$ cat src/rtl/host_bridge_pkg.sv
// host_bridge_pkg: shared types for host_mem_bridge.
// FSM states, response FIFO depth, per-beat address step.
package host_bridge_pkg;

  typedef enum logic [1:0] {
    IDLE,
    WRITE,
    WACK,
    READ
  } hb_state_e;

  localparam int FIFO_DEPTH = 2;

  // Next beat address; caller truncates to its width (wraps).
  function automatic logic [31:0] hb_next_addr(
    input logic [31:0] addr,
    input logic [31:0] step
  );
    return addr + step;
  endfunction

endpackage

$ cat src/rtl/hb_resp_fifo.sv
// hb_resp_fifo: 2-entry response buffer of {last, err, data}.
// Head is always visible; push and pop may share a cycle.
module hb_resp_fifo
  import host_bridge_pkg::*;
#(
  parameter int W = 34
) (
  input  logic         clk,
  input  logic         reset,
  input  logic         push,
  input  logic [W-1:0] push_data,
  input  logic         pop,
  output logic [W-1:0] head,
  output logic [1:0]   count
);

  logic [W-1:0] mem_q [FIFO_DEPTH];
  logic [W-1:0] mem_d [FIFO_DEPTH];
  logic         wp_q, wp_d;
  logic         rp_q, rp_d;
  logic [1:0]   cnt_q, cnt_d;

  // Next pointers, occupancy and storage.
  always_comb begin
    mem_d = mem_q;
    wp_d  = wp_q;
    rp_d  = rp_q;
    if (push) begin
      mem_d[wp_q] = push_data;
      wp_d        = ~wp_q;
    end
    if (pop) begin
      rp_d = ~rp_q;
    end
    cnt_d = cnt_q + {1'b0, push} - {1'b0, pop};
  end

  // Register state; reset empties the buffer.
  always_ff @(posedge clk) begin
    if (reset) begin
      for (int i = 0; i < FIFO_DEPTH; i++) begin
        mem_q[i] <= '0;
      end
      wp_q  <= 1'b0;
      rp_q  <= 1'b0;
      cnt_q <= 2'd0;
    end else begin
      mem_q <= mem_d;
      wp_q  <= wp_d;
      rp_q  <= rp_d;
      cnt_q <= cnt_d;
    end
  end

  assign head  = mem_q[rp_q];
  assign count = cnt_q;

endmodule

$ cat src/rtl/host_mem_bridge.sv
// host_mem_bridge: burst host requests to per-beat memory traffic.
// Optional HOST_BRIDGE_ALIGN_CHECK_EN: misaligned bursts answer resp_err.
module host_mem_bridge
  import host_bridge_pkg::*;
#(
  parameter int ADDR_WIDTH = 21,
  parameter int DATA_WIDTH = 32,
  parameter int LEN_WIDTH  = 4,
  localparam int MASK_WIDTH = DATA_WIDTH / 8
) (
  input  logic                  clk,
  input  logic                  reset,
  input  logic                  req_valid,
  output logic                  req_ready,
  input  logic                  req_write,
  input  logic [ADDR_WIDTH-1:0] req_addr,
  input  logic [LEN_WIDTH-1:0]  req_len,
  input  logic                  wdata_valid,
  output logic                  wdata_ready,
  input  logic [DATA_WIDTH-1:0] wdata,
  input  logic [MASK_WIDTH-1:0] wmask,
  output logic                  resp_valid,
  input  logic                  resp_ready,
  output logic [DATA_WIDTH-1:0] resp_data,
  output logic                  resp_last,
  output logic                  resp_err,
  output logic [ADDR_WIDTH-1:0] hw_addr,
  output logic [DATA_WIDTH-1:0] hw_data,
  output logic [MASK_WIDTH-1:0] hw_mask,
  output logic                  hw_en,
  output logic [ADDR_WIDTH-1:0] hr_addr,
  input  logic [DATA_WIDTH-1:0] hr_data
);

  localparam int FW = DATA_WIDTH + 2;

  hb_state_e             state_q, state_d;
  logic [ADDR_WIDTH-1:0] addr_q, addr_d;
  logic [LEN_WIDTH-1:0]  beats_q, beats_d;
  logic [LEN_WIDTH:0]    issue_q, issue_d;
  logic                  inflight_q, inflight_d;
  logic                  infl_last_q, infl_last_d;
  logic                  err_q, err_d;
  logic                  hw_en_q, hw_en_d;
  logic [ADDR_WIDTH-1:0] hw_addr_q, hw_addr_d;
  logic [DATA_WIDTH-1:0] hw_data_q, hw_data_d;
  logic [MASK_WIDTH-1:0] hw_mask_q, hw_mask_d;
  logic [ADDR_WIDTH-1:0] hr_hold_q, hr_hold_d;

  logic                  acc, wr_hs, pop, issue, misalign;
  logic [1:0]            fifo_count;
  logic [2:0]            occ;
  logic [FW-1:0]         head;
  logic [ADDR_WIDTH-1:0] addr_inc;
  logic [ADDR_WIDTH-1:0] lsb_mask;

  assign lsb_mask = ADDR_WIDTH'(MASK_WIDTH - 1);

`ifdef HOST_BRIDGE_ALIGN_CHECK_EN
  assign misalign = |(req_addr & lsb_mask);
`else
  assign misalign = 1'b0;
`endif

  assign addr_inc = ADDR_WIDTH'(hb_next_addr(32'(addr_q),
                                             32'(MASK_WIDTH)));

  assign acc   = req_valid && (state_q == IDLE);
  assign wr_hs = wdata_valid && (state_q == WRITE);
  assign pop   = (state_q == READ) && (fifo_count != 2'd0)
                 && resp_ready;
  assign occ   = {1'b0, fifo_count} + {2'b0, inflight_q};
  // A pop this cycle frees a slot for the issue this cycle.
  assign issue = (state_q == READ) && !reset
                 && (issue_q != '0)
                 && (occ < (3'd2 + {2'b0, pop}));

  hb_resp_fifo #(
    .W(FW)
  ) u_fifo (
    .clk      (clk),
    .reset    (reset),
    .push     (inflight_q),
    .push_data({infl_last_q, err_q, hr_data}),
    .pop      (pop),
    .head     (head),
    .count    (fifo_count)
  );

  // FSM next state, beat counters and write-port capture.
  always_comb begin
    state_d   = state_q;
    addr_d    = addr_q;
    beats_d   = beats_q;
    issue_d   = issue_q;
    err_d     = err_q;
    hw_en_d   = 1'b0;
    hw_addr_d = hw_addr_q;
    hw_data_d = hw_data_q;
    hw_mask_d = hw_mask_q;
    unique case (state_q)
      IDLE: begin
        if (acc) begin
          addr_d  = req_addr;
          beats_d = req_len;
          issue_d = {1'b0, req_len} + (LEN_WIDTH+1)'(1);
          err_d   = misalign;
          if (req_write) begin
            state_d = WRITE;
          end else if (misalign) begin
            state_d = WACK;
          end else begin
            state_d = READ;
          end
        end
      end
      WRITE: begin
        if (wr_hs) begin
          hw_en_d = !err_q;
          if (!err_q) begin
            hw_addr_d = addr_q;
            hw_data_d = wdata;
            hw_mask_d = wmask;
          end
          addr_d  = addr_inc;
          beats_d = beats_q - LEN_WIDTH'(1);
          if (beats_q == '0) begin
            state_d = WACK;
          end
        end
      end
      WACK: begin
        if (resp_ready) begin
          state_d = IDLE;
        end
      end
      READ: begin
        if (issue) begin
          addr_d  = addr_inc;
          issue_d = issue_q - (LEN_WIDTH+1)'(1);
        end
        if (pop && head[FW-1]) begin
          state_d = IDLE;
        end
      end
      default: state_d = IDLE;
    endcase
    inflight_d  = issue;
    infl_last_d = issue && (issue_q == (LEN_WIDTH+1)'(1));
    hr_hold_d   = issue ? addr_q : hr_hold_q;
  end

  // State and registered outputs; reset drops any partial burst.
  always_ff @(posedge clk) begin
    if (reset) begin
      state_q     <= IDLE;
      addr_q      <= '0;
      beats_q     <= '0;
      issue_q     <= '0;
      inflight_q  <= 1'b0;
      infl_last_q <= 1'b0;
      err_q       <= 1'b0;
      hw_en_q     <= 1'b0;
      hw_addr_q   <= '0;
      hw_data_q   <= '0;
      hw_mask_q   <= '0;
      hr_hold_q   <= '0;
    end else begin
      state_q     <= state_d;
      addr_q      <= addr_d;
      beats_q     <= beats_d;
      issue_q     <= issue_d;
      inflight_q  <= inflight_d;
      infl_last_q <= infl_last_d;
      err_q       <= err_d;
      hw_en_q     <= hw_en_d;
      hw_addr_q   <= hw_addr_d;
      hw_data_q   <= hw_data_d;
      hw_mask_q   <= hw_mask_d;
      hr_hold_q   <= hr_hold_d;
    end
  end

  assign req_ready   = (state_q == IDLE);
  assign wdata_ready = (state_q == WRITE);
  assign resp_valid  = (state_q == WACK)
                       || ((state_q == READ) && (fifo_count != 2'd0));
  assign resp_last   = (state_q == WACK)
                       || ((state_q == READ) && (fifo_count != 2'd0)
                           && head[FW-1]);
  assign resp_err    = ((state_q == WACK) && err_q)
                       || ((state_q == READ) && (fifo_count != 2'd0)
                           && head[FW-2]);
  assign resp_data   = (state_q == READ) ? head[DATA_WIDTH-1:0] : '0;
  assign hr_addr     = issue ? addr_q : hr_hold_q;
  assign hw_en       = hw_en_q && !reset;
  assign hw_addr     = hw_addr_q;
  assign hw_data     = hw_data_q;
  assign hw_mask     = hw_mask_q;

endmodule

$ cat config.mk
export PLATFORM = sky130hd
export DESIGN_NAME = host_mem_bridge
export DESIGN_NICKNAME = d
export VERILOG_FILES = /design/src/rtl/host_bridge_pkg.sv /design/src/rtl/hb_resp_fifo.sv /design/src/rtl/host_mem_bridge.sv
export SDC_FILE = /design/constraint.sdc
export NUM_CORES = 1
export LEC_CHECK = 0
export ABC_AREA = 1
export ABC_CLOCK_PERIOD_IN_PS = 1900
export BUFFER_PORTS_ARGS = -buffer_cell sky130_fd_sc_hd__buf_2
export CAP_MARGIN = 40
export CORE_MARGIN = 5
export CORE_UTILIZATION = 45
export DETAILED_ROUTE_END_ITERATION = 8
export GPL_TIMING_DRIVEN = 0
export PLACE_DENSITY = 0.72
export SYNTH_ARGS = -nofsm -noshare
export SYNTH_HDL_FRONTEND = slang
export SYNTH_SLANG_ARGS = --single-unit
export TNS_END_PERCENT = 10
$ cat constraint.sdc
create_clock -name clk -period 1.9 [get_ports clk]
set_clock_uncertainty 0.2 [all_clocks]
set_input_delay 0.38 -clock clk [delete_from_list [all_inputs] [get_ports clk]]
set_output_delay 0.38 -clock clk [all_outputs]
set_load 0.03 [all_outputs]
==> results_tabular.tex, run 1 <==
\begin{tabular}{lr}
\hline
Metric & Value \\
\hline
\multicolumn{2}{l}{\textbf{Yosys}} \\
Share of flip-flops with an asynchronous set or reset after synthesis & 0 \\
Post-synth EDFFs & 0 \\
Average footprint of a synthesized cell & a little over 7 µm² \\
Most area-consuming cells after synthesis & sky130\_fd\_sc\_hd\_\_dfxtp\_1 45\%, sky130\_fd\_sc\_hd\_\_nand2\_1 9.6\%, sky130\_fd\_sc\_hd\_\_nor2\_1 8.8\% \\
Post-synthesis instance area & 0.008190 mm² \\
Cell type contributing the most total cell area after synthesis & sky130\_fd\_sc\_hd\_\_dfxtp\_1 \\
Main flop type after synthesis & sky130\_fd\_sc\_hd\_\_dfxtp\_1 \\
Post-Synthesis Cells & $\sim$1.1k \\
Number of register bits inferred by synthesis & between 150 and 200 \\
Net count of the mapped netlist & around 1.3k \\
Synth warnings & 0 \\
Unique masters post-synth & 46 \\
Sequential fraction of the synthesis area & 0.4473 \\
Top cell type's share of synthesized area & 0.4473 \\
\multicolumn{2}{l}{\textbf{Clocking}} \\
Clock net sink count & approximately 180 \\
Clock tree from TritonCTS & yes \\
Clock transition at the registers of the reported paths & approximately 0.07 ns \\
Inserted Clock Buffers & 17 \\
Clock root buffer master & sky130\_fd\_sc\_hd\_\_clkbuf\_16 \\
Maximum clock insertion buffer count & 2 \\
Count of H-tree levels built during CTS & 4 \\
Skew-Pair Late Insertion Delay & 0.43 ns \\
\multicolumn{2}{l}{\textbf{Placed design}} \\
Number of buffer cells added on primary ports & around 210 \\
Routability congestion estimate from global placement & just over 0.9 \\
Worst-case setup slack after placement & -0.6140 ns \\
Half-perimeter wire length after placement & 18130 µm \\
\multicolumn{2}{l}{\textbf{Timing}} \\
Relative slew margins & 0.4123 \\
Unrepaired setup endpoints after global routing & true \\
Setup violators final & 73 \\
Post-route setup TNS & -23.01 ns \\
Fin crit share & 1.405 \\
Number of slew-limit violations in the final report & 0 \\
Clock period minus worst slack & around 2.7 ns \\
Upper clock frequency limit & roughly 370 MHz \\
Hold violation count in the final report & 0 \\
Least setup slack across all paths after layout & -0.7703 ns \\
Slew at the pin closest to its max-slew limit & 0.8815 ns \\
\multicolumn{2}{l}{\textbf{Global route}} \\
Wire length of the first global-routing pass & between 40000 and 50000 µm \\
Total routing resource utilization after global routing & 0.2423 \\
Number of global-route vias before repair & 8353 \\
Met1 track demand over resource in global routing & 0.2994 \\
GRT Max-Usage Layer & met2 \\
GR Layer Usage met2 & 0.4114 \\
Initial antenna violation count & 3 \\
Met3 global-route usage & 0.05332 \\
GRT overflow & 0 \\
Maximum number of pins on one net before global-route repair & 18 \\
\multicolumn{2}{l}{\textbf{Detailed routing}} \\
Drt via density & about 5.2 \\
Detail Route Antenna Nets & 0 \\
Routed length per instance & 15.94 µm \\
Post-route DRC & 0 \\
Length of the first detailed-routing pass in iterations & 6 \\
Initial drt markers & 737 \\
Via count & just under 9k \\
Detailed-route wire length & 26600 µm \\
\multicolumn{2}{l}{\textbf{Setup path}} \\
Critical path, cell by cell & ha\_4, ha\_4, nand2\_4, nand2\_8, inv\_8, buf\_6, or2\_4, o21ai\_4, inv\_2, buf\_6 \\
Cell depth of the worst flop-to-flop path & 13 \\
Slowest cell on crit path & sky130\_fd\_sc\_hd\_\_dfxtp\_4 \\
Worst setup SP type & flip-flop \\
Worst EP arrival & about 2.1 ns \\
Critical path's top delay family & adder cells \\
Kind of critical path & flip-flop to output port \\
Worst path max stage delay & 0.36 ns \\
Worst endpoint required time & roughly 1.3 ns \\
CP Buf/Inv Count & 4 \\
Type of destination of the critical path & output port \\
Maximum fanout along the worst path & 7 \\
Number of stages on the worst setup path & 10 \\
\multicolumn{2}{l}{\textbf{Hold path}} \\
Worst Hold Path Cells & 3 \\
Hold WC Path Type & primary input to flip-flop \\
\multicolumn{2}{l}{\textbf{Die}} \\
I/O pin total & roughly 220 \\
Die extent in x & roughly 140 µm \\
Floorplan die area & about 0.021 mm² \\
Initial standard-cell utilization of the core & 0.4559 \\
Floorplan Core Area & between 0.015 and 0.02 mm² \\
Core Rows & approximately 50 \\
Die Y-Extent & 144.9 µm \\
\multicolumn{2}{l}{\textbf{Finish}} \\
Net count of the finished layout & 1532 \\
Share of final-layout standard cells stronger than drive strength 1 & 0.3159 \\
Area added between synthesis and finish & 40.01\% \\
Number of filler instances in the final layout & around 1.5k \\
\multicolumn{2}{l}{\textbf{Run status}} \\
Outcome & finished, violations left \\
Failing checks & setup timing \\
\multicolumn{2}{l}{\textbf{Pwr}} \\
Cell Pwr Density & approximately 1200 mW/mm² \\
Max rail drop VDD & $\sim$0.00074 V \\
Leakage power & between 0.004 and 0.005 µW \\
\multicolumn{2}{l}{\textbf{Job}} \\
Total of max-cap violations & 0 \\
\hline
\end{tabular}
[per-layer routing]
layer / part of all wire / vias up
met3: 0.069 / 56
met4: 0.029 / 0
met1: 0.40 / 4048
met5: 0 / -
li1: - / 4274
met2: 0.50 / 333
[sequential cells by signal, indices dropped and copies added (netlist names), 2 cells and up]
register      flops
hr_hold_q        21
beats_q           4
u_fifo.mem_q     66
state_q           2
u_fifo.count      2
hw_data          32
hw_mask           4
hw_addr          21
issue_q           5
addr_q           21
[cell families (layout without fill, tap and decap cells)]
kind of cell    count (synthesis)  after routing  synth area share
xor+xnor                        9              9          0.009625
compound gates                257            257            0.1696
other cells                     1              4         0.0004579
flops                         183            183            0.4473
fa+ha+maj                       9              9           0.01375
mux                             1              1          0.001222
buf+inv                       139            431           0.07058
simple gates                  546            546            0.2875
[per-stage QoR]
| step | cells | util | power [µW] | instance area [µm²] | hold slack (ns) |
|---|---|---|---|---|---|
| 2_1_floorplan | 1145 | - | 7815 | 8227 | 0.2348 |
| 3_3_place_gp | 1587 | 0.5333 | 8972 | 9579 | 0.2461 |
| 3_5_place_dp | 1587 | 0.5333 | 9039 | 9579 | 0.2491 |
| 4_1_cts | 1658 | 0.6224 | 13090 | 11180 | 0.003513 |
| 5_1_grt | 1669 | 0.6384 | 14080 | 11470 | 0.01796 |
| 6_report | 1669 | 0.6384 | 13360 | 11470 | 0.007504 |
[layout make-up]
class | instances | area [µm²] | share of cell area
Multi-Input combinational cell | 823 | 4262 | 0.3716
Sequential cell | 183 | 3689 | 0.3217
Timing Repair Buffer | 260 | 1822 | 0.1589
Buffer | 74 | 550.5 | 0.04801
Clock buffer | 19 | 442.9 | 0.03863
Tap cell | 229 | 286.5 | 0.02499
Inverter | 65 | 272.8 | 0.02379
Clock inverter | 13 | 135.1 | 0.01178
Antenna cell | 3 | 7.507 | 0.0006547
[Yosys cell counts, drive strengths merged (2+ instances only)]
| cell type | instances |
|---|---|
| nand2 | 218 |
| ha | 9 |
| buf | 18 |
| a21oi | 116 |
| dfxtp | 183 |
| clkbuf | 56 |
| nor2 | 212 |
| xor2 | 6 |
| nand3 | 81 |
| a211oi | 2 |
| or2 | 25 |
| inv | 62 |
| nand4 | 4 |
| clkinv | 3 |
| nor3 | 3 |
| o211ai | 2 |
| o21ai | 131 |
| xnor2 | 3 |
[layout by cell type (no fill, tap or decap), types with 27 or more instances in the layout]
cell type / instances
sky130_fd_sc_hd__buf_6: 59
sky130_fd_sc_hd__nor2_1: 188
sky130_fd_sc_hd__nand3_1: 79
sky130_fd_sc_hd__dlygate4sd3_1: 27
sky130_fd_sc_hd__o21ai_0: 100
sky130_fd_sc_hd__a21oi_2: 29
sky130_fd_sc_hd__a21oi_1: 87
sky130_fd_sc_hd__nand2_1: 206
sky130_fd_sc_hd__buf_2: 161
sky130_fd_sc_hd__clkbuf_1: 41
sky130_fd_sc_hd__dfxtp_1: 167
sky130_fd_sc_hd__inv_1: 34
[path summary, 6_finish.rpt]
path	from	endpoint	slack, ns
setup / recovery	inflight_q	hr_addr[19]	-0.77
hold / removal	req_addr[0]	addr_q[0]	0.008
setup reg to reg	inflight_q	hr_hold_q[16]	-0.10
hold reg to reg	hw_mask[2]	hw_mask[2]	0.26
[report_power, final]
part	internal, µW	switching (µW)
clock network	1880	1630
registers	4410	591
logic	1830	3020
[worst reg2reg max path, delay by kind of cell, from the launching register on]
| family | cells | cell delay, ns |
|---|---|---|
| AOI/OAI and AO/OA | 1 | 0.06 |
| adders and majority gates | 2 | 0.31 |
| and+or+nand+nor | 5 | 0.44 |
| DFF | 1 | 0.36 |
| buffers and inverters | 5 | 0.56 |
[repair_timing]
item / CTS / global route
setup buffers: 10 / 8
hold buffers: 27 / 0
pin swaps: 8 / 7
resized for setup: 198 / 75
setup endpoints to repair: 71 / 106
endpoints found under the hold margin: 27 / 0
gates cloned: 2 / 0
No activity file was read; power rests on OpenSTA's default activity.
==> run 2, diff against run 1 <==
--- a/config.mk
+++ b/config.mk
@@ -10,10 +10,11 @@
 export BUFFER_PORTS_ARGS = -buffer_cell sky130_fd_sc_hd__buf_2
 export CAP_MARGIN = 40
 export CORE_MARGIN = 5
-export CORE_UTILIZATION = 45
+export CORE_UTILIZATION = 48
 export DETAILED_ROUTE_END_ITERATION = 8
 export GPL_TIMING_DRIVEN = 0
-export PLACE_DENSITY = 0.72
+export PLACE_DENSITY = 0.77
+export SETUP_SLACK_MARGIN = 0.5
 export SYNTH_ARGS = -nofsm -noshare
 export SYNTH_HDL_FRONTEND = slang
 export SYNTH_SLANG_ARGS = --single-unit
==> run 2 against run 1 <==
Effect of this change:
- the run still ends with setup timing left
- die area decreased by 5.8%
- global-route usage rose by 4.6 points
- largest cell class unchanged
- final cell count is 1.6% higher
- first-iteration DRC count rose by 48%
- clock power up 4%
- critical endpoint is now hr_addr[1]
- maximum frequency is 3.5% lower
- register-to-register slack worse by 0.08 ns
- sequential cell count is the same
- power is 7.9% higher
==> results_tabular.tex, run 2 (same netlist as run 1, synthesis figures left out) <==
\begin{tabular}{lr}
\hline
Metric & Value \\
\hline
\multicolumn{2}{l}{\textbf{Die}} \\
I/O pin total & 215 (unchanged) \\
Die extent in x & 140.6 µm (-3.0\%) \\
Die Y-Extent & 140.6 µm (-3.0\%) \\
Core Rows & 47 (-4.1\%) \\
Floorplan Core Area & 0.01664 mm² (-7.4\%) \\
Initial standard-cell utilization of the core & 0.4921 (+0.03620) \\
Floorplan die area & 0.01978 mm² (-5.8\%) \\
\multicolumn{2}{l}{\textbf{Clocking}} \\
Clock tree from TritonCTS & yes \\
Clock root buffer master & sky130\_fd\_sc\_hd\_\_clkbuf\_16 \\
Maximum clock insertion buffer count & 2 (unchanged) \\
Skew-Pair Late Insertion Delay & 0.45 ns (+0.02 ns) \\
Count of H-tree levels built during CTS & 4 (unchanged) \\
Clock transition at the registers of the reported paths & 0.07 ns (about the same) \\
Clock net sink count & 183 (unchanged) \\
Inserted Clock Buffers & 17 (unchanged) \\
\multicolumn{2}{l}{\textbf{Detailed routing}} \\
Routed length per instance & 19.76 µm (+24\%) \\
Detailed-route wire length & 33520 µm (+26\%) \\
Drt via density & 5.798 (+11\%) \\
Length of the first detailed-routing pass in iterations & 6 (unchanged) \\
Via count & 9834 (+13\%) \\
Post-route DRC & 0 (unchanged) \\
Detail Route Antenna Nets & 0 (unchanged) \\
Initial drt markers & 1093 (+48\%) \\
\multicolumn{2}{l}{\textbf{Setup path}} \\
Slowest cell on crit path & sky130\_fd\_sc\_hd\_\_dfxtp\_4 \\
Critical path's most frequent cell & sky130\_fd\_sc\_hd\_\_ha\_4 \\
Worst setup SP type & flip-flop \\
Worst r2r src & inflight\_q \\
Worst endpoint required time & 1.32 ns (about the same) \\
Endpoint of the lowest-slack register-to-register path & issue\_q[2] \\
Worst EP arrival & 2.19 ns (+0.10 ns) \\
Maximum fanout along the worst path & 6 (-1) \\
Cell depth of the worst flop-to-flop path & 12 (-1) \\
Critical path, cell by cell & ha\_4, ha\_4, nand2\_4, nand2\_8, clkinv\_8, buf\_8, or2\_4, o21ai\_4, inv\_2, buf\_6 \\
Setup slack of the most critical reg-to-reg path & -0.18 ns (-0.08 ns) \\
Type of destination of the critical path & output port \\
Worst path max stage delay & 0.36 ns (about the same) \\
Kind of critical path & flip-flop to output port \\
\multicolumn{2}{l}{\textbf{Timing}} \\
Clock period minus worst slack & 2.767 ns (+0.09705 ns) \\
Hold violation count in the final report & 0 (unchanged) \\
Least setup slack across all paths after layout & -0.8674 ns (-0.09705 ns) \\
Upper clock frequency limit & 361.4 MHz (-3.5\%) \\
Slew at the pin closest to its max-slew limit & 0.7942 ns (-0.08729 ns) \\
Setup violators final & 90 (+23\%) \\
Post-route setup TNS & -30.56 ns (-7.546 ns) \\
Relative slew margins & 0.4705 (+0.05820) \\
Number of slew-limit violations in the final report & 0 (unchanged) \\
Fin crit share & 1.457 (+0.05108) \\
Unrepaired setup endpoints after global routing & true \\
\multicolumn{2}{l}{\textbf{Finish}} \\
Layout Utilization & 0.7715 (+0.1332) \\
Max reg flops & 66 (unchanged) \\
Commonest cells after routing, fill and taps aside & 186 x sky130\_fd\_sc\_hd\_\_nand2\_1, 173 x sky130\_fd\_sc\_hd\_\_nor2\_1, 127 x sky130\_fd\_sc\_hd\_\_buf\_6 \\
Share of final-layout standard cells stronger than drive strength 1 & 0.3959 (+0.08000) \\
Non-filler instance count after layout & 1696 (+1.6\%) \\
Area added between synthesis and finish & 56.77\% \\
Number of filler instances in the final layout & 980 (-37\%) \\
Most common cell after layout, fill and taps aside & sky130\_fd\_sc\_hd\_\_nand2\_1 \\
Register with the highest flop count & u\_fifo.mem\_q \\
Multi-input gate area in the final layout & 0.004589 mm² (+7.7\%) \\
Sequential standard cell area & 0.003760 mm² (+1.9\%) \\
Net count of the finished layout & 1571 (+2.5\%) \\
\multicolumn{2}{l}{\textbf{Pwr}} \\
Max rail drop VDD & 0.0007381 V (-0.41\%) \\
Post-layout power & 14410 µW (+7.9\%) \\
Cell Pwr Density & 1122 mW/mm² (-3.7\%) \\
Leakage power & 0.005324 µW (+10\%) \\
\multicolumn{2}{l}{\textbf{Run status}} \\
Outcome & finished, violations left \\
Failing checks & setup timing \\
\multicolumn{2}{l}{\textbf{Placed design}} \\
Routability congestion estimate from global placement & 0.8917 (-3.9\%) \\
Number of buffer cells added on primary ports & 213 (unchanged) \\
Worst-case setup slack after placement & -0.5382 ns (+0.07583 ns) \\
Half-perimeter wire length after placement & 17750 µm (-2.1\%) \\
Placed cells & 1578 (-0.57\%) \\
\multicolumn{2}{l}{\textbf{Hold path}} \\
Hold\_sp & wdata[8] \\
Sink of the worst hold path & hw\_data[8] \\
Hold WC Path Type & primary input to flip-flop \\
Worst Hold Path Cells & 3 (unchanged) \\
\multicolumn{2}{l}{\textbf{Global route}} \\
Wire length of the first global-routing pass & 46360 µm (+9.1\%) \\
Maximum number of pins on one net before global-route repair & 17 (-1) \\
GRT overflow & 0 (unchanged) \\
Total routing resource utilization after global routing & 0.2884 (+0.04607) \\
Initial antenna violation count & 2 (-1) \\
Number of global-route vias before repair & 8960 (+7.3\%) \\
\multicolumn{2}{l}{\textbf{Job}} \\
Total of max-cap violations & 0 (unchanged) \\
\hline
\end{tabular}
## run 2: worst max-delay path by stage
| stage | to | slack, ns | start |
|---|---|---|---|
| CTS | hr_addr[5] | -0.78 | inflight_q |
| global route | hr_addr[9] | -0.88 | inflight_q |
| floorplan | hr_addr[9] | -0.15 | inflight_q |
| detailed placement | hw_en | -0.54 | reset |
| global placement | hw_en | -0.54 | reset |
| finish | hr_addr[1] | -0.87 | inflight_q |
## run 2: metrics by stage
stage	hold slack (ns)	area, µm²
after global routing	0.01948	12840
final	0.001732	12840
after detailed placement	0.2494	9568
after floorplan	0.2348	8227
after global placement	0.2458	9568
after CTS	0.0002731	12090
## run 2: cell type report
type                    instances  share of cell area
multi-input cells             824              0.3574
flip-flops and latches        183              0.2928
repair buffers                298              0.2042
plain buffers                  74             0.05593
clock buffers                  19             0.03450
inverters                      65             0.02222
well taps                     220             0.02144
clock inverters                12             0.01121
diodes                          1           0.0001949
## run 2: power breakdown
part	internal [µW]	switching, µW
combinational	2250	3410
clock	2000	1660
sequential	4430	665
total	8680	5730
## run 2: critical path: cells and delay by family (launching register included)
family          cells  cell delay, ns
fa+ha+maj           2            0.44
buf+inv             4            0.44
compound gates      1            0.08
simple gates        3            0.43
flops               1            0.36
## run 2: layer usage
metal	routed length, µm	track usage
met1	12070	0.3566
met2	16240	0.4859
met4	2013	0.1346
met3	3204	0.05520
met5	0	0
## run 2: what timing repair did
action                     in CTS  in global routing
hold endpoints to repair       45                  0
pin swaps                      16                 34
resized for setup             449                152
setup buffers                  12                 23
hold buffers                   43                  0
gates cloned                    3                  5
setup endpoints to repair     293                295
==> run 3, diff against run 2 <==
--- a/config.mk
+++ b/config.mk
@@ -6,7 +6,7 @@
 export NUM_CORES = 1
 export LEC_CHECK = 0
 export ABC_AREA = 1
-export ABC_CLOCK_PERIOD_IN_PS = 1900
+export ABC_CLOCK_PERIOD_IN_PS = 2400
 export BUFFER_PORTS_ARGS = -buffer_cell sky130_fd_sc_hd__buf_2
 export CAP_MARGIN = 40
 export CORE_MARGIN = 5
==> constraint.sdc (replaced) <==
create_clock -name clk -period 2.4 [get_ports clk]
set_clock_uncertainty 0.2 [all_clocks]
set_input_delay 0.48 -clock clk [delete_from_list [all_inputs] [get_ports clk]]
set_output_delay 0.48 -clock clk [all_outputs]
set_load 0.03 [all_outputs]
==> run 3 against run 2 <==
Effect of this change:
- register-to-register slack improved by 0.47 ns
- die area is the same
- largest power group is now registers
- hold slack better by 0.070 ns
- the flow still finishes with violations (setup timing)
- power shrank 27%
==> results_tabular.tex, run 3 (same netlist as run 1, synthesis figures left out) <==
\begin{tabular}{lr}
\hline
Metric & Value \\
\hline
\multicolumn{2}{l}{\textbf{Run status}} \\
Outcome & finished, violations left \\
Failing checks & setup timing \\
\multicolumn{2}{l}{\textbf{Setup path}} \\
Slowest cell on crit path & sky130\_fd\_sc\_hd\_\_dfxtp\_4 \\
Worst path max stage delay & 0.36 ns (about the same) \\
Worst r2r src & inflight\_q \\
Worst endpoint required time & 1.72 ns (+0.40 ns) \\
Setup slack of the most critical reg-to-reg path & 0.29 ns (+0.47 ns) \\
Critical path capture point & hr\_addr[17] \\
CP Launch Point & inflight\_q \\
Type of destination of the critical path & output port \\
Cell depth of the worst flop-to-flop path & 12 (unchanged) \\
Endpoint of the lowest-slack register-to-register path & addr\_q[16] \\
Worst EP arrival & 2.12 ns (-0.07 ns) \\
Maximum fanout along the worst path & 7 (+1) \\
Worst setup SP type & flip-flop \\
Kind of critical path & flip-flop to output port \\
Critical path, cell by cell & ha\_4, ha\_4, nor3\_2, nand2\_1, inv\_2, nand2\_8, clkinv\_8, buf\_6, or2\_1, o21ai\_2, inv\_2, buf\_6 \\
\multicolumn{2}{l}{\textbf{Global route}} \\
Maximum number of pins on one net before global-route repair & 18 (+1) \\
Total routing resource utilization after global routing & 0.2492 (-0.03918) \\
Initial antenna violation count & 1 (-1) \\
Number of global-route vias before repair & 7985 (-11\%) \\
GRT overflow & 0 (unchanged) \\
Wire length of the first global-routing pass & 40370 µm (-13\%) \\
\multicolumn{2}{l}{\textbf{Detailed routing}} \\
Drt via density & 5.213 (-10\%) \\
Post-route DRC & 0 (unchanged) \\
Detail Route Antenna Nets & 0 (unchanged) \\
Detailed-route wire length & 25460 µm (-24\%) \\
Routed length per instance & 15.62 µm (-21\%) \\
Via count & 8498 (-14\%) \\
Initial drt markers & 613 (-44\%) \\
Length of the first detailed-routing pass in iterations & 5 (-1) \\
\multicolumn{2}{l}{\textbf{Timing}} \\
Relative slew margins & 0.4698 (-0.0006800) \\
Hold violation count in the final report & 0 (unchanged) \\
Final worst hold slack & 0.07199 ns (+0.07025 ns) \\
Clock period minus worst slack & about 2.8 ns \\
Fin crit share & 1.167 \\
Upper clock frequency limit & $\sim$360 MHz \\
Setup violators final & 22 (-76\%) \\
Unrepaired setup endpoints after global routing & true \\
Least setup slack across all paths after layout & -0.4011 ns (+0.4662 ns) \\
Slew at the pin closest to its max-slew limit & 0.7952 ns (+0.001020 ns) \\
Number of slew-limit violations in the final report & 0 (unchanged) \\
\multicolumn{2}{l}{\textbf{Finish}} \\
Summed area of non-filler cells in the final layout & 0.01094 mm² (-15\%) \\
Net count of the finished layout & 1505 (-4.2\%) \\
Share of final-layout standard cells stronger than drive strength 1 & 0.3050 (-0.09097) \\
Register with the highest flop count & u\_fifo.mem\_q \\
Non-filler instance count after layout & 1630 (-3.9\%) \\
Ant. Diodes & 0 (-1) \\
Commonest cells after routing, fill and taps aside & 206 x sky130\_fd\_sc\_hd\_\_nand2\_1, 188 x sky130\_fd\_sc\_hd\_\_nor2\_1, 175 x sky130\_fd\_sc\_hd\_\_dfxtp\_1 \\
Most common cell after layout, fill and taps aside & sky130\_fd\_sc\_hd\_\_nand2\_1 \\
Area added between synthesis and finish & 33.56\% \\
Max reg flops & 66 (unchanged) \\
\multicolumn{2}{l}{\textbf{Clocking}} \\
Clock net sink count & 183 (unchanged) \\
Clock transition at the registers of the reported paths & 0.07 ns (about the same) \\
Skew-Pair Late Insertion Delay & 0.44 ns (about the same) \\
Maximum clock insertion buffer count & 2 (unchanged) \\
Clock tree from TritonCTS & yes \\
CTS hold repair buffers & 0 (-100\%) \\
Clock root buffer master & sky130\_fd\_sc\_hd\_\_clkbuf\_16 \\
Count of H-tree levels built during CTS & 4 (unchanged) \\
Inserted Clock Buffers & 17 (unchanged) \\
\multicolumn{2}{l}{\textbf{Pwr}} \\
Max rail drop VDD & 0.0006114 V (-17\%) \\
Leakage power & 0.004686 µW (-12\%) \\
Cell Pwr Density & 964.5 mW/mm² (-14\%) \\
Post-layout power & 10550 µW (-27\%) \\
Sw power & 4170 µW (-27\%) \\
Fraction of power consumed by combinational cells & 0.363 (-0.030) \\
Internal Pwr Total & 6382 µW (-26\%) \\
Clock group share of total power & 0.265 (+0.011) \\
Switching share of power & 0.3952 (-0.002493) \\
Fraction of power consumed by sequential logic & 0.372 (+0.018) \\
\multicolumn{2}{l}{\textbf{Die}} \\
Initial standard-cell utilization of the core & 0.4921 (unchanged) \\
I/O pin total & 215 (unchanged) \\
Core Rows & 47 (unchanged) \\
Floorplan die area & 0.01978 mm² (unchanged) \\
Die extent in x & 140.6 µm (unchanged) \\
Die Y-Extent & 140.6 µm (unchanged) \\
Floorplan Core Area & 0.01664 mm² (unchanged) \\
\multicolumn{2}{l}{\textbf{Placed design}} \\
Placed cells & 1578 (unchanged) \\
Half-perimeter wire length after placement & 17680 µm (-0.38\%) \\
Placement-stage cell area & 0.009568 mm² (unchanged) \\
Routability congestion estimate from global placement & 0.8957 (+0.45\%) \\
Worst-case setup slack after placement & -0.3090 ns (+0.2292 ns) \\
Number of buffer cells added on primary ports & 213 (unchanged) \\
\multicolumn{2}{l}{\textbf{Hold path}} \\
Hold WC Path Type & primary input to flip-flop \\
\multicolumn{2}{l}{\textbf{Job}} \\
Total of max-cap violations & 0 (unchanged) \\
\hline
\end{tabular}
[run 3: worst min-delay path by stage]
stage	start	end	cells past startpoint
after floorplan	issue_q[4]	infl_last_q	1
after global placement	hw_data[30]	hw_data[30]	2
after detailed placement	hw_data[25]	hw_data[25]	2
after CTS	hr_data[15]	u_fifo.mem_q[49]	3
after global routing	hr_data[20]	u_fifo.mem_q[54]	3
final	hr_data[15]	u_fifo.mem_q[49]	3
[run 3: critical path: cells and delay by family, from the launching register on]
kind            cells  cell delay (ns)
simple gates        4             0.44
fa+ha+maj           2             0.31
flops               1             0.36
buf+inv             5             0.48
compound gates      1             0.08
[run 3: through the flow]
| step | setup TNS (ns) | util |
|---|---|---|
| after floorplan | 0 | - |
| after global placement | -0.3148 | 0.5749 |
| after detailed placement | -0.3140 | 0.5749 |
| after CTS | -7.482 | 0.6441 |
| after global routing | -9.208 | 0.6573 |
| final | -7.521 | 0.6573 |
[run 3: power groups by stage]
stage	registers, µW	clock network (µW)	logic, µW
after floorplan	4040	0	2150
after global placement	3920	0	3160
after detailed placement	3930	0	3210
after CTS	3900	2810	3570
after global routing	3990	2960	4210
final	3920	2790	3830
[run 3: per-layer routing]
metal	share of wire	up-vias	global-route usage	wire, µm
met5	0.00051	-	0	13
met4	0.026	2	0.08975	654
met3	0.064	49	0.05486	1624
met2	0.49	269	0.4156	12510
met1	0.42	3970	0.3183	10660
li1	-	4208	-	-
[run 3: final cells by class]
| cell class | count | area, µm² |
|---|---|---|
| Buffer | 74 | 464.2 |
| Clock buffer | 18 | 439.2 |
| Clock inverter | 14 | 138.9 |
| Fill cell | 1465 | 5703 |
| Inverter | 65 | 280.3 |
| Multi-Input combinational cell | 823 | 4208 |
| Sequential cell | 183 | 3679 |
| Tap cell | 220 | 275.3 |
| Timing Repair Buffer | 233 | 1455 |
[run 3: repair_timing]
| item | in CTS | in global routing |
|---|---|---|
| setup buffers | 9 | 9 |
| resized for setup | 161 | 60 |
| pin swaps | 19 | 24 |
| cloned | 2 | 0 |
| setup endpoints to repair | 63 | 115 |
